<file path="src/rtl/sweep_pkg.sv">
// Shared definitions for the sweep stimulus generator.
// Contents:
//    mode_e  - sweep mode encodings; these match the 2-bit mode input.
//    state_e - sequencer states.
//    clog2   - ceiling log2, used to size the dwell counter.
package sweep_pkg;

   typedef enum logic [1:0] {
      MODE_DOWN     = 2'b00,
      MODE_UP       = 2'b01,
      MODE_PINGPONG = 2'b10,
      MODE_HOLD     = 2'b11
   } mode_e;

   typedef enum logic [1:0] {
      IDLE = 2'b00,
      RUN  = 2'b01,
      FIN  = 2'b10
   } state_e;

   // Returns the number of bits needed to hold the values 0..value-1.
   // A counter that must reach PERIOD therefore uses clog2(PERIOD+1) bits.
   function automatic int clog2(input int value);
      int result;
      result = 0;
      while ((64'(1) << result) < 64'(value)) begin
         result = result + 1;
      end
      return result;
   endfunction

endpackage

</file>
<file path="src/rtl/sweep_stim_gen_if.sv">
// Control and pattern bus of the sweep stimulus generator.
// Signals:
//    start    - single-cycle start request
//    stop     - single-cycle abort request (wins over start)
//    mode     - sweep mode, sampled on an accepted start
//    cont     - 1 = repeat forever, 0 = single shot; sampled on an accepted start
//    ch_en    - live per-channel enable
//    pat      - replicated pattern; channel k is pat[k*W +: W]
//    step_stb - one-cycle pulse on every newly loaded value
//    busy     - high while sweeping
//    done     - sticky completion flag
// The master modport is used by whoever drives the requests; the generator
// itself connects through the slave modport.
interface sweep_stim_gen_if #(
   parameter int W  = 4,
   parameter int CH = 3
);
   logic            start;
   logic            stop;
   logic [1:0]      mode;
   logic            cont;
   logic [CH-1:0]   ch_en;
   logic [W*CH-1:0] pat;
   logic            step_stb;
   logic            busy;
   logic            done;

   modport master (
      output start, stop, mode, cont, ch_en,
      input  pat, step_stb, busy, done
   );

   modport slave (
      input  start, stop, mode, cont, ch_en,
      output pat, step_stb, busy, done
   );
endinterface

</file>
<file path="src/rtl/sweep_tick_div.sv">
// Dwell counter for the sweep generator.
// Ports:
//    clk  - system clock
//    rst  - asynchronous active-high reset
//    clr  - synchronous clear back to 0
//    en   - count enable
//    tick - high while the count equals PERIOD-1 (last cycle of a dwell)
module sweep_tick_div
   import sweep_pkg::*;
#(
   parameter int PERIOD = 20
) (
   input  logic clk,
   input  logic rst,
   input  logic clr,
   input  logic en,
   output logic tick
);

   localparam int CW = clog2(PERIOD + 1);
   localparam logic [CW-1:0] LAST = CW'(PERIOD - 1);

   logic [CW-1:0] count_q;

   assign tick = (count_q == LAST);

   // The counter wraps to 0 on the same edge that the sequencer consumes the
   // tick, so each value dwells for exactly PERIOD cycles. With PERIOD=1 the
   // count stays at 0 and tick is permanently high.
   always_ff @(posedge clk or posedge rst) begin
      if (rst) begin
         count_q <= '0;
      end else if (clr) begin
         count_q <= '0;
      end else if (en) begin
         if (tick) begin
            count_q <= '0;
         end else begin
            count_q <= count_q + CW'(1);
         end
      end
   end

endmodule

</file>
<file path="src/rtl/sweep_stim_gen.sv">
// On-board stimulus sequencer: steps a W-bit value through a down, up,
// ping-pong or hold-max sweep, holding each value PERIOD cycles, and drives
// it replicated onto CH channel slices masked by a live channel enable.
// Ports:
//    clk - system clock
//    rst - asynchronous active-high reset (aborts without completion)
//    bus - sweep_stim_gen_if slave modport (requests in, pattern/status out)
module sweep_stim_gen
   import sweep_pkg::*;
#(
   parameter int W      = 4,
   parameter int CH     = 3,
   parameter int PERIOD = 20
) (
   input logic               clk,
   input logic               rst,
   sweep_stim_gen_if.slave   bus
);

   localparam logic [W-1:0] MAX_VAL = '1;
   localparam logic [W-1:0] ONE     = W'(1);

   state_e       state_q, state_d;
   mode_e        mode_q, mode_d;
   logic         cont_q, cont_d;
   logic         dir_down_q, dir_down_d;
   logic [W-1:0] value_q, value_d;
   logic         done_q, done_d;
   logic         stb_q, stb_d;
   logic         tick;
   logic         div_clr;
   logic         seq_last;
   logic [W-1:0] next_value;
   logic         next_dir_down;
   logic [W*CH-1:0] pat_masked;

   function automatic logic [W-1:0] start_value(input mode_e m);
      return (m == MODE_UP || m == MODE_PINGPONG) ? '0 : MAX_VAL;
   endfunction

   sweep_tick_div #(
      .PERIOD (PERIOD)
   ) u_tick_div (
      .clk  (clk),
      .rst  (rst),
      .clr  (div_clr),
      .en   (state_q == RUN),
      .tick (tick)
   );

   // Decide whether the current value is the final one of its sequence and
   // what the following value would be. Ping-pong turns around at the peak
   // without repeating it, and finishes when it is back at 0 going down.
   always_comb begin
      seq_last      = 1'b0;
      next_value    = value_q;
      next_dir_down = dir_down_q;
      unique case (mode_q)
         MODE_DOWN: begin
            seq_last   = (value_q == '0);
            next_value = value_q - ONE;
         end
         MODE_UP: begin
            seq_last   = (value_q == MAX_VAL);
            next_value = value_q + ONE;
         end
         MODE_PINGPONG: begin
            seq_last = dir_down_q && (value_q == '0);
            if (dir_down_q) begin
               next_value = value_q - ONE;
            end else if (value_q == MAX_VAL) begin
               next_value    = value_q - ONE;
               next_dir_down = 1'b1;
            end else begin
               next_value = value_q + ONE;
            end
         end
         default: begin
            seq_last = 1'b1;
         end
      endcase
   end

   // Sequencer next-state logic. Stop overrides everything, a start is only
   // accepted from IDLE or FIN, and at the end of a continuous sequence the
   // start value reloads on the very next edge so there is no dead cycle.
   always_comb begin
      state_d    = state_q;
      mode_d     = mode_q;
      cont_d     = cont_q;
      dir_down_d = dir_down_q;
      value_d    = value_q;
      done_d     = done_q;
      stb_d      = 1'b0;
      div_clr    = 1'b0;
      if (bus.stop) begin
         state_d    = IDLE;
         value_d    = '0;
         done_d     = 1'b0;
         dir_down_d = 1'b0;
         div_clr    = 1'b1;
      end else begin
         unique case (state_q)
            IDLE, FIN: begin
               if (bus.start) begin
                  mode_d     = mode_e'(bus.mode);
                  cont_d     = bus.cont;
                  value_d    = start_value(mode_e'(bus.mode));
                  dir_down_d = 1'b0;
                  done_d     = 1'b0;
                  stb_d      = 1'b1;
                  div_clr    = 1'b1;
                  state_d    = RUN;
               end
            end
            RUN: begin
               if (tick) begin
                  if (!seq_last) begin
                     value_d    = next_value;
                     dir_down_d = next_dir_down;
                     stb_d      = 1'b1;
                  end else if (cont_q) begin
                     value_d    = start_value(mode_q);
                     dir_down_d = 1'b0;
                     stb_d      = 1'b1;
                  end else begin
                     state_d = FIN;
                     done_d  = 1'b1;
                  end
               end
            end
            default: begin
               state_d = IDLE;
            end
         endcase
      end
   end

   // Sequencer registers; reset drops straight back to an idle, incomplete state.
   always_ff @(posedge clk or posedge rst) begin
      if (rst) begin
         state_q    <= IDLE;
         mode_q     <= MODE_DOWN;
         cont_q     <= 1'b0;
         dir_down_q <= 1'b0;
         value_q    <= '0;
         done_q     <= 1'b0;
         stb_q      <= 1'b0;
      end else begin
         state_q    <= state_d;
         mode_q     <= mode_d;
         cont_q     <= cont_d;
         dir_down_q <= dir_down_d;
         value_q    <= value_d;
         done_q     <= done_d;
         stb_q      <= stb_d;
      end
   end

   // Channel masking is purely combinational so an enable change shows up
   // on the pattern in the same cycle.
   always_comb begin
      pat_masked = '0;
      for (int k = 0; k < CH; k++) begin
         pat_masked[k*W +: W] = bus.ch_en[k] ? value_q : '0;
      end
   end

   assign bus.pat      = pat_masked;
   assign bus.step_stb = stb_q;
   assign bus.busy     = (state_q == RUN);
   assign bus.done     = done_q;

endmodule

</file>
<file path="src/flat_wrapper.sv">
// flat-port wrapper written by rule: the top's interface ports become plain ports
module sweep_stim_gen_flat import sweep_pkg::*;
#(
   parameter int W      = 4,
   parameter int CH     = 3,
   parameter int PERIOD = 20
)
  (clk, rst, bus_start, bus_stop, bus_mode, bus_cont, bus_ch_en, bus_pat, bus_step_stb, bus_busy, bus_done);
  sweep_stim_gen_if #(.W(W), .CH(CH)) bus_i ();
  input logic clk;
  input logic rst;
  input wire logic [$bits(bus_i.start)-1:0] bus_start;
  input wire logic [$bits(bus_i.stop)-1:0] bus_stop;
  input wire logic [$bits(bus_i.mode)-1:0] bus_mode;
  input wire logic [$bits(bus_i.cont)-1:0] bus_cont;
  input wire logic [$bits(bus_i.ch_en)-1:0] bus_ch_en;
  output wire logic [$bits(bus_i.pat)-1:0] bus_pat;
  output wire logic [$bits(bus_i.step_stb)-1:0] bus_step_stb;
  output wire logic [$bits(bus_i.busy)-1:0] bus_busy;
  output wire logic [$bits(bus_i.done)-1:0] bus_done;
  assign bus_i.start = bus_start;
  assign bus_i.stop = bus_stop;
  assign bus_i.mode = bus_mode;
  assign bus_i.cont = bus_cont;
  assign bus_i.ch_en = bus_ch_en;
  assign bus_pat = bus_i.pat;
  assign bus_step_stb = bus_i.step_stb;
  assign bus_busy = bus_i.busy;
  assign bus_done = bus_i.done;
  sweep_stim_gen #(.W(W), .CH(CH), .PERIOD(PERIOD)) u_core (.clk(clk), .rst(rst), .bus(bus_i));
endmodule
</file>
<file path="config.mk">
export PLATFORM = sky130hd
export DESIGN_NAME = sweep_stim_gen_flat
export DESIGN_NICKNAME = d
export VERILOG_FILES = /design/src/rtl/sweep_pkg.sv /design/src/rtl/sweep_stim_gen_if.sv /design/src/rtl/sweep_tick_div.sv /design/src/rtl/sweep_stim_gen.sv /design/src/flat_wrapper.sv
export SDC_FILE = /design/constraint.sdc
export NUM_CORES = 1
export LEC_CHECK = 0
export ABC_AREA = 1
export BUFFER_PORTS_ARGS = -buffer_cell sky130_fd_sc_hd__buf_2
export CAP_MARGIN = 20
export CORE_MARGIN = 8
export CORE_UTILIZATION = 45
export DETAILED_ROUTE_END_ITERATION = 6
export MAX_ROUTING_LAYER = met4
export PLACE_DENSITY = 0.68
export SKIP_LAST_GASP = 1
export SLEW_MARGIN = 20
export SYNTH_ARGS = -nofsm -noshare
export SYNTH_HDL_FRONTEND = slang
export SYNTH_HIERARCHICAL = 1
export SYNTH_SLANG_ARGS = --single-unit
</file>
<file path="constraint.sdc">
create_clock -name clk -period 3.09 [get_ports clk]
set_input_delay 0.618 -clock clk [delete_from_list [all_inputs] [get_ports clk]]
set_output_delay 0.618 -clock clk [all_outputs]
set_load 0.01 [all_outputs]
</file>
# Word level (Yosys, flattened, before mapping)

Cells that the tools add are included.

Bits in latches: 0
Memory bits (read-only): 0
Output and inout port bits: 15
Memory bits (writable): 0
Flip-flop bits (word level): 17
Memories kept: 0

Multiplexer cells: 46
Multiply operators: 0
Equality and inequality tests: 15
Order comparisons: 0
Add/sub/neg operators: 3
Div/mod/pow operators: 0
Bitwise operators: 1
Reductions and logical operators: 14
Shift operators: 0

Operators by type and width:

| operator                                                                 | count |
|---|---|
| 4-bit two-way mux                                                        | 12 |
| 1-bit two-way mux                                                        | 19 |
| 5-bit two-way mux                                                        | 3 |
| 5-bit AND reduction                                                      | 3 |
| 4-bit one-hot mux with 3 select lines                                    | 1 |
| 2-bit two-way mux                                                        | 5 |
| 4-bit one-hot mux with 2 select lines                                    | 1 |
| 2-bit by 1-bit equality test with 1-bit output (second input constant)   | 3 |
| 2-bit equality test (second input constant)                              | 3 |
| 3-bit by 2-bit inequality test with 1-bit output (second input constant) | 2 |
| 3-bit inequality test (second input constant)                            | 2 |
| 6-bit by 2-bit inequality test with 1-bit output (second input constant) | 1 |
| 1-bit one-hot mux with 2 select lines                                    | 3 |
| 5-bit by 1-bit adder with 5-bit output (second input constant)           | 1 |
| 5-bit equality test (second input constant)                              | 1 |
| 4-bit by 1-bit adder with 4-bit output (second input constant)           | 1 |
| 4-bit equality test (second input constant)                              | 1 |
| 2-bit logical NOT                                                        | 2 |
| 4-bit logical NOT                                                        | 1 |
| 4-bit by 2-bit inequality test with 1-bit output (second input constant) | 1 |
| 4-bit by 3-bit inequality test with 1-bit output (second input constant) | 1 |
| 2-bit one-hot mux with 2 select lines                                    | 1 |
| 4-bit AND reduction                                                      | 1 |
| 4-bit by 1-bit subtractor with 4-bit output (second input constant)      | 1 |
| other kinds (8)                                                          | 9 |

# Logic depth before layout (Yosys ltp)

Gate-level depths: netlist of run 1.

Depth after elaboration: 8
Mapped depth: 12

# Modules after synthesis

Netlist of run 1, hierarchy kept.

Modules (own cells, without submodules):

| module         | times used | cells each | seq. area each (um^2) | area an instance (um^2) |
|---|---|---|---|---|
| sweep_stim_gen | 1          | 161        | 300.3                 | 1,097.3 |
| sweep_tick_div | 1          | 45         | 125.1                 | 304.0 |

# Worst setup path before layout of run 1

Ideal clock, no wire load.

Path type: register to register
Start point: reg u_core.u_tick_div.count_q[0]
End point: reg u_core.u_tick_div.count_q[3]
Period minus slack after synthesis: 1,623 ps
Data arrival time: 1,558 ps
Buffers on the path: 0
Stages on the path, launching flop included: 13
Setup slack: 1,467 ps
Required time: 3,025 ps
Cell sequence: dfrtp_1 -> ha_1 -> nand2_1 -> inv_1 -> nand2_1 -> inv_1 -> a21oi_1 -> nor2_1 -> inv_1 -> nand2_1 -> a21oi_2 -> nand2_1 -> nand2_1

Word-level cells in the longest chain between the ends: 4

RTL lines:

| what                   | line                 | source |
|---|---|---|
| from (decl)            | sweep_tick_div.sv:23 | `logic [CW-1:0] count_q;` |
| from (signal assigned) | sweep_tick_div.sv:39 | `count_q <= count_q + CW'(1);` |
| 5-bit equality test    | sweep_tick_div.sv:25 | `assign tick = (count_q == LAST);` |
| named net u_core.tick  | sweep_stim_gen.sv:30 | `logic tick;` |
| 5-bit two-way mux      | sweep_tick_div.sv:36 | `if (tick) begin` |
| 5-bit two-way mux      | sweep_tick_div.sv:35 | `end else if (en) begin` |
| 5-bit two-way mux      | sweep_tick_div.sv:33 | `end else if (clr) begin` |

The timed path passes the listed nets, and every way through them passes these cells. The select of a mux whose other input is x is not followed.
A chain may end at the register's enable or synchronous reset.

# Worst setup path after layout of run 1

Start point: reg u_core.state_q[1]
End point: out bus_busy

Word-level cells in the longest chain between the ends: 1

RTL lines:

| what                                           | line                  | source |
|---|---|---|
| from (decl)                                    | sweep_stim_gen.sv:23  | `state_e state_q, state_d;` |
| from (signal assigned)                         | sweep_stim_gen.sv:150 | `state_q <= state_d;` |
| 2-bit by 1-bit equality test with 1-bit output | sweep_stim_gen.sv:171 | `assign bus.busy = (state_q == RUN);` |
| to (decl)                                      | flat_wrapper.sv:19    | `output wire logic [$bits(bus_i.busy)-1:0] bus_busy;` |

No other way between the ends.

==> results.toml, run 1 <==
[global_routing]
grt_max_degree = 13
antenna_found_initial = 0
overflow = 0
grt_pass1_vias = 1171
grt_pass1_wl_um = 4990
track_usage_pct = 12.1

[cells_and_area]
fin_nets = 251
diodes = 0
area_growth_pct = 11.8
final_cell_mix = "nand2_1 (74), inv_1 (41), buf_2 (24)"
drive_above_1_share_pct = 20.3
fill_cells = 315
final_common_cell = "nand2_1"

[detailed_routing]
topRoutingLayerUsed = "met3"
drt_first_iter_violations = 59
drt_wl_total_um = 2810
vias = 1239
drt_pass1_iterations = 4
met2_length_um = 1180
wl_met1_um = 1470
wl_per_cell_um = 10.6
via_per_inst = 4.68
drtAntennaViolNets = 0
dr_wl_met3_um = 163
drcViolationCount = 0

[timing]
drv_slew = 0
setup_viol = 0
finalCritPeriodShare_pct = 61.9
slew_headroom_pct = 68.2
period_minus_slack_ns = 1.91
timing.fmax_mhz = 523
finalHoldViolCount = 0
tns_ns = 0
worstMarginPinSlew_ns = 0.476
hold_ws_ns = 0.215
rsz0062_at_grt = "no"
skew_ns = 0.00214

[power]
vdd_drop_max_uv = 310
p_comb_share_pct = 49.3
p_seq_share_pct = 36.8
p_sw_share_pct = 45.9
p_leak_nw = 0.961
p_int_w = 0.000469
switching_power_w = 0.000398
powerDensity_nw_per_um2 = 554
p_clk_share_pct = 13.9

[logic_synthesis]
synthCells = 206
syn_area_um2 = 1400
ys_seq_area_share_pct = 30.4
synth_top_area_cell = "dfrtp_1"
ys_warn_count = 6
synth_simple_gate_area_share_pct = 40.4
synth_top_family_by_area = "simple AND/OR/NAND/NOR gates"
syn-num-nets = 224
synth.avg_cell_area_um2 = 6.80
synth_top_area_share_pct = 30.4
synth-adder-area-share_pct = 7.14
synth_cell_types = 24
synthMuxAreaShare_pct = 0
synth_compound_area_share_pct = 8.04
synth_xor_xnor_area_share_pct = 1.25
ys_ff_latch = 17
synth_area_leaders = "dfrtp_1 (30%), nand2_1 (20%), inv_1 (11%)"

[critical_path]
arrival_ns = 1.29
critPathMaxStageDelay_ns = 0.44
cp_max_fo = 9
cp-startpoint = "u_core/state_q[1]$_DFFE_PP0P_"
worstRegToRegCells = 12
critPathKind = "flip-flop to output port"
crit_chain = "nor2_2 > buf_2"
cp-end-kind = "output port"
reg2reg_from = "u_core/u_tick_div/count_q[0]$_DFFE_PP0P_"
cp_top_family = "flip-flops"
cp.depth = 2
worst_path_max_delay_cell = "dfrtp_1"
critPathLaunchType = "flip-flop"
critPathBufInv = 1
critPathRequiredTime_ns = 2.47

[clock_tree]
cts_hold_buffers = 0
path_clk_slew_ns = 0.10
clock_latency_ns = 0.29
cts_resized = 0
h-tree-depth = 1
cts_buffers = 3
cts.path.max_buffers = 2
post_cts_buffers = 0
cts_root_buffer = "clkbuf_4"
tritoncts = "built"
tritoncts_num_sinks = 17

[placed_design]
dp_hpwl_um = 2240
gp_congestion = 0.846
portBuffers = 24

[floorplanning]
die_area_um2 = 5160
die_w_um = 71.8
die_h_um = 71.8
initial_core_util_pct = 46.7
core_area_um2 = 3000
rows = 20
ioPinCount = 25

[status]
status = "finished, final reports clean"

[run]
drv_cap = 0

[hold_path]
min_path_type = "input pin to async pin"
-- worst reg2reg max path: stages (launching register included) --
cell     delay, ns
dfrtp_1       0.43
ha_1          0.27
nand2_1       0.08
inv_1         0.05
nand2_1       0.07
inv_1         0.08
a21oi_1       0.22
nor2_1        0.11
inv_1         0.09
nand2_1       0.07
a21oi_2       0.17
nand2_1       0.07
nand2_1       0.06
-- final timing paths --
check                           slack, ns                                  endpoint
worst min register to register       0.53             u_core/state_q[0]$_DFFE_PP0P_
worst max register to register       1.27  u_core/u_tick_div/count_q[4]$_DFFE_PP0P_
max in group asynchronous            2.44             u_core/state_q[1]$_DFFE_PP0P_
worst min-delay path                 0.22  u_core/u_tick_div/count_q[3]$_DFFE_PP0P_
worst max-delay path                 1.18                                  bus_busy
min in group clk                     0.53             u_core/state_q[0]$_DFFE_PP0P_
-- sequential cells by signal, summed over array words and instances, names as in the netlist --
| register | count |
|---|---|
| u_core/dir_down_q | 1 |
| u_core/mode_q | 2 |
| u_core/bus.step_stb | 1 |
| u_core/value_q | 4 |
| u_core/cont_q | 1 |
| u_core/u_tick_div/count_q | 5 |
| u_core/state_q | 2 |
| u_core/bus.done | 1 |
-- power by group through the flow --
stage	combinational, W	sequential, W	clock [W]
2_1_floorplan	0.000365	0.000296	0
3_3_place_gp	0.000429	0.000324	0
3_5_place_dp	0.000430	0.000325	0
4_1_cts	0.000432	0.000320	0.000130
5_1_grt	0.000496	0.000328	0.000134
6_report	0.000428	0.000319	0.000121
-- stage by stage --
stage	utilization, %	total power, W	instances	cell area, µm²	setup slack, ns
final	52.2	0.000868	265	1570	1.18
after CTS	52.2	0.000883	265	1570	1.15
after global routing	52.2	0.000957	265	1570	1.07
after global placement	51.3	0.000753	261	1540	1.29
after floorplan	-	0.000661	206	1400	1.47
after detailed placement	51.3	0.000755	261	1540	1.26
-- kinds of logic after synthesis --
kind of cell / after synthesis
AO/OA/AOI/OAI: 18
adder cells (fa/ha/maj): 8
buffers and inverters: 44
flip-flops: 17
AND/OR/NAND/NOR: 117
XOR/XNOR: 2
-- layer usage --
layer  global-route usage [%]  vias to the layer above
met5                        -                        -
met4                     4.08                        0
met3                     3.21                        0
met2                     17.9                       30
met1                     15.4                      528
li1                         -                      681
-- synthesized netlist by cell type --
| cell | number |
|---|---|
| nand4_1 | 2 |
| inv_1 | 41 |
| inv_2 | 1 |
| o21ai_0 | 4 |
| nor2_4 | 3 |
| nand3_1 | 13 |
| ha_1 | 8 |
| nand4_2 | 1 |
| nor2_1 | 12 |
| dfrtp_1 | 17 |
| nand3_2 | 1 |
| a31oi_1 | 1 |
| o211ai_2 | 1 |
| nand3b_1 | 1 |
| buf_6 | 2 |
| a21oi_1 | 9 |
| a21boi_2 | 1 |
| xor2_1 | 2 |
| nand2_1 | 74 |
| nor2_2 | 4 |
| a21oi_2 | 2 |
| nand3_4 | 3 |
| nand2_2 | 2 |
| nand2_4 | 1 |
-- area by class of cell --
type | count | area [µm²] | area share [%]
inverter | 42 | 158 | 10.1
multi-input combinational | 145 | 796 | 50.8
sequential | 17 | 425 | 27.2
clock buffer | 4 | 26.3 | 1.68
timing repair buffer | 24 | 120 | 7.67
tap | 33 | 41.3 | 2.64
Power figures use the tool's default switching activity.
==> run 2, diff against run 1 <==
Clock period 3.09 ns to 1.78 ns, I/O delays scaled along.
==> run 2 against run 1 <==
Against the previous run: routed wire length grew 4.8%; total power is 80% higher; core utilization grew 2.6 points; largest power group unchanged.
==> results.toml, run 2 (synthesis results as in run 1) <==
[status]
status = "finished, final reports clean"

[floorplanning]
core_area_um2 = 3000
initial_core_util_pct = 46.7
die_w_um = 71.8
ioPinCount = 25
die_area_um2 = 5160
die_h_um = 71.8
rows = 20

[placed_design]
dp_hpwl_um = 2320
portBuffers = 24
gp_congestion = 0.845
dpl-instance-area_um2 = 1580

[timing]
finalHoldViolCount = 0
tns_ns = 0
period_minus_slack_ns = 1.65
drv_slew = 0
worstMarginPinSlew_ns = 0.492
slew_headroom_pct = 67.2
finalCritPeriodShare_pct = 93.0
hold_ws_ns = 0.318
skew_ns = 0.000315
rsz0062_at_grt = "no"
timing.fmax_mhz = 604
setup_viol = 0

[cells_and_area]
final_common_cell = "nand2_1"
fill_cells = 311
drive_above_1_share_pct = 25.1
regMostFlops = "u_core/u_tick_div/count_q"
area_growth_pct = 17.3
design_area_um2 = 1640
fin_nets = 258
diodes = 0
reg_top3 = "u_core/u_tick_div/count_q x5, u_core/value_q x4"
final_cell_mix = "nand2_1 (73), inv_1 (40), buf_2 (24)"
regArea_um2 = 427
multi_input_comb_area_um2 = 817
largest_reg_flops = 5

[detailed_routing]
drt_first_iter_violations = 42
wl_per_cell_um = 10.8
drtAntennaViolNets = 0
drt_wl_total_um = 2950
via_per_inst = 4.72
drt_pass1_iterations = 4
vias = 1283
drcViolationCount = 0

[clock_tree]
cts_buffers = 3
tritoncts = "built"
clock_latency_ns = 0.29
path_clk_slew_ns = 0.10
cts_root_buffer = "clkbuf_4"
h-tree-depth = 1
cts.path.max_buffers = 2
tritoncts_num_sinks = 17

[run]
drv_cap = 0

[critical_path]
critPathKind = "flip-flop to output port"
cp-end-kind = "output port"
critPathRequiredTime_ns = 1.42
cp_max_fo = 9
critPathLaunchType = "flip-flop"
arrival_ns = 1.30

[power]
vdd_drop_max_uv = 595
p_leak_nw = 0.991
powerDensity_nw_per_um2 = 951

[global_routing]
overflow = 0
grt_pass1_wl_um = 5140
grt_max_degree = 13
antenna_found_initial = 0
grt_pass1_vias = 1191
track_usage_pct = 12.4

[hold_path]
min_path_type = "input pin to flip-flop"
[run 2: stage by stage]
stage	worst slack (ns)	cells	total power, W	utilization [%]
global placement	0.0970	266	0.00134	52.5
detailed placement	0.0525	266	0.00135	52.5
global route	0.000907	272	0.00172	54.8
CTS	0.0252	271	0.00156	53.8
finish	0.125	272	0.00156	54.8
floorplan	0.157	206	0.00115	-
[run 2: area by class of cell]
cell class	count	share of cell area (%)
Clock buffer	4	1.60
Inverter	42	9.59
Multi-Input combinational cell	145	49.7
Sequential cell	17	26.0
Tap cell	33	2.51
Timing Repair Buffer	31	10.7
[run 2: worst paths after layout]
path                                                     from                                  endpoint  slack, ns  cells after the start
worst min register to register    u_core/bus.done$_DFFE_PP0P_               u_core/bus.done$_DFFE_PP0P_       0.53                      2
worst max register to register  u_core/value_q[0]$_DFFE_PP0P_             u_core/value_q[1]$_DFFE_PP0P_       0.16                     11
max in group asynchronous                                 rst             u_core/value_q[0]$_DFFE_PP0P_       0.79                      3
min in group asynchronous                                 rst  u_core/u_tick_div/count_q[4]$_DFFE_PP0P_       0.51                      3
worst min-delay path                                 bus_cont                 u_core/cont_q$_DFFE_PP0P_       0.32                      3
worst max-delay path            u_core/state_q[1]$_DFFE_PP0P_                                  bus_busy       0.13                      2
[run 2: per-layer routing]
| metal | wire length, µm | GRT usage [%] | part of all wire, % | vias up |
|---|---|---|---|---|
| li1 | - | - | - | 691 |
| met3 | 163 | 4.18 | 5.5 | 2 |
| met4 | 13 | 2.04 | 0.44 | 0 |
| met1 | 1460 | 15.1 | 50 | 562 |
| met5 | 0 | - | 0 | - |
| met2 | 1300 | 19.5 | 44 | 28 |
[run 2: timing repair]
| action | in CTS | in global routing |
|---|---|---|
| hold buffers | 1 | 0 |
| buffers inserted | 0 | 1 |
| endpoints found under the hold margin | 5 | 0 |
| gates resized for setup | 0 | 8 |
| endpoints found under the setup margin | 0 | 11 |
[run 2: critical path: stages, from the launching register on]
cell	delay [ns]
dfrtp_1	0.44
nor2_2	0.36
buf_2	0.21
[run 2: power by group]
| group | switching, W | internal (W) | total, W |
|---|---|---|---|
| registers | 0.0000892 | 0.000451 | 0.000540 |
| logic | 0.000500 | 0.000316 | 0.000816 |
| clock network | 0.000120 | 0.0000871 | 0.000207 |
| total | 0.000710 | 0.000853 | 0.00156 |
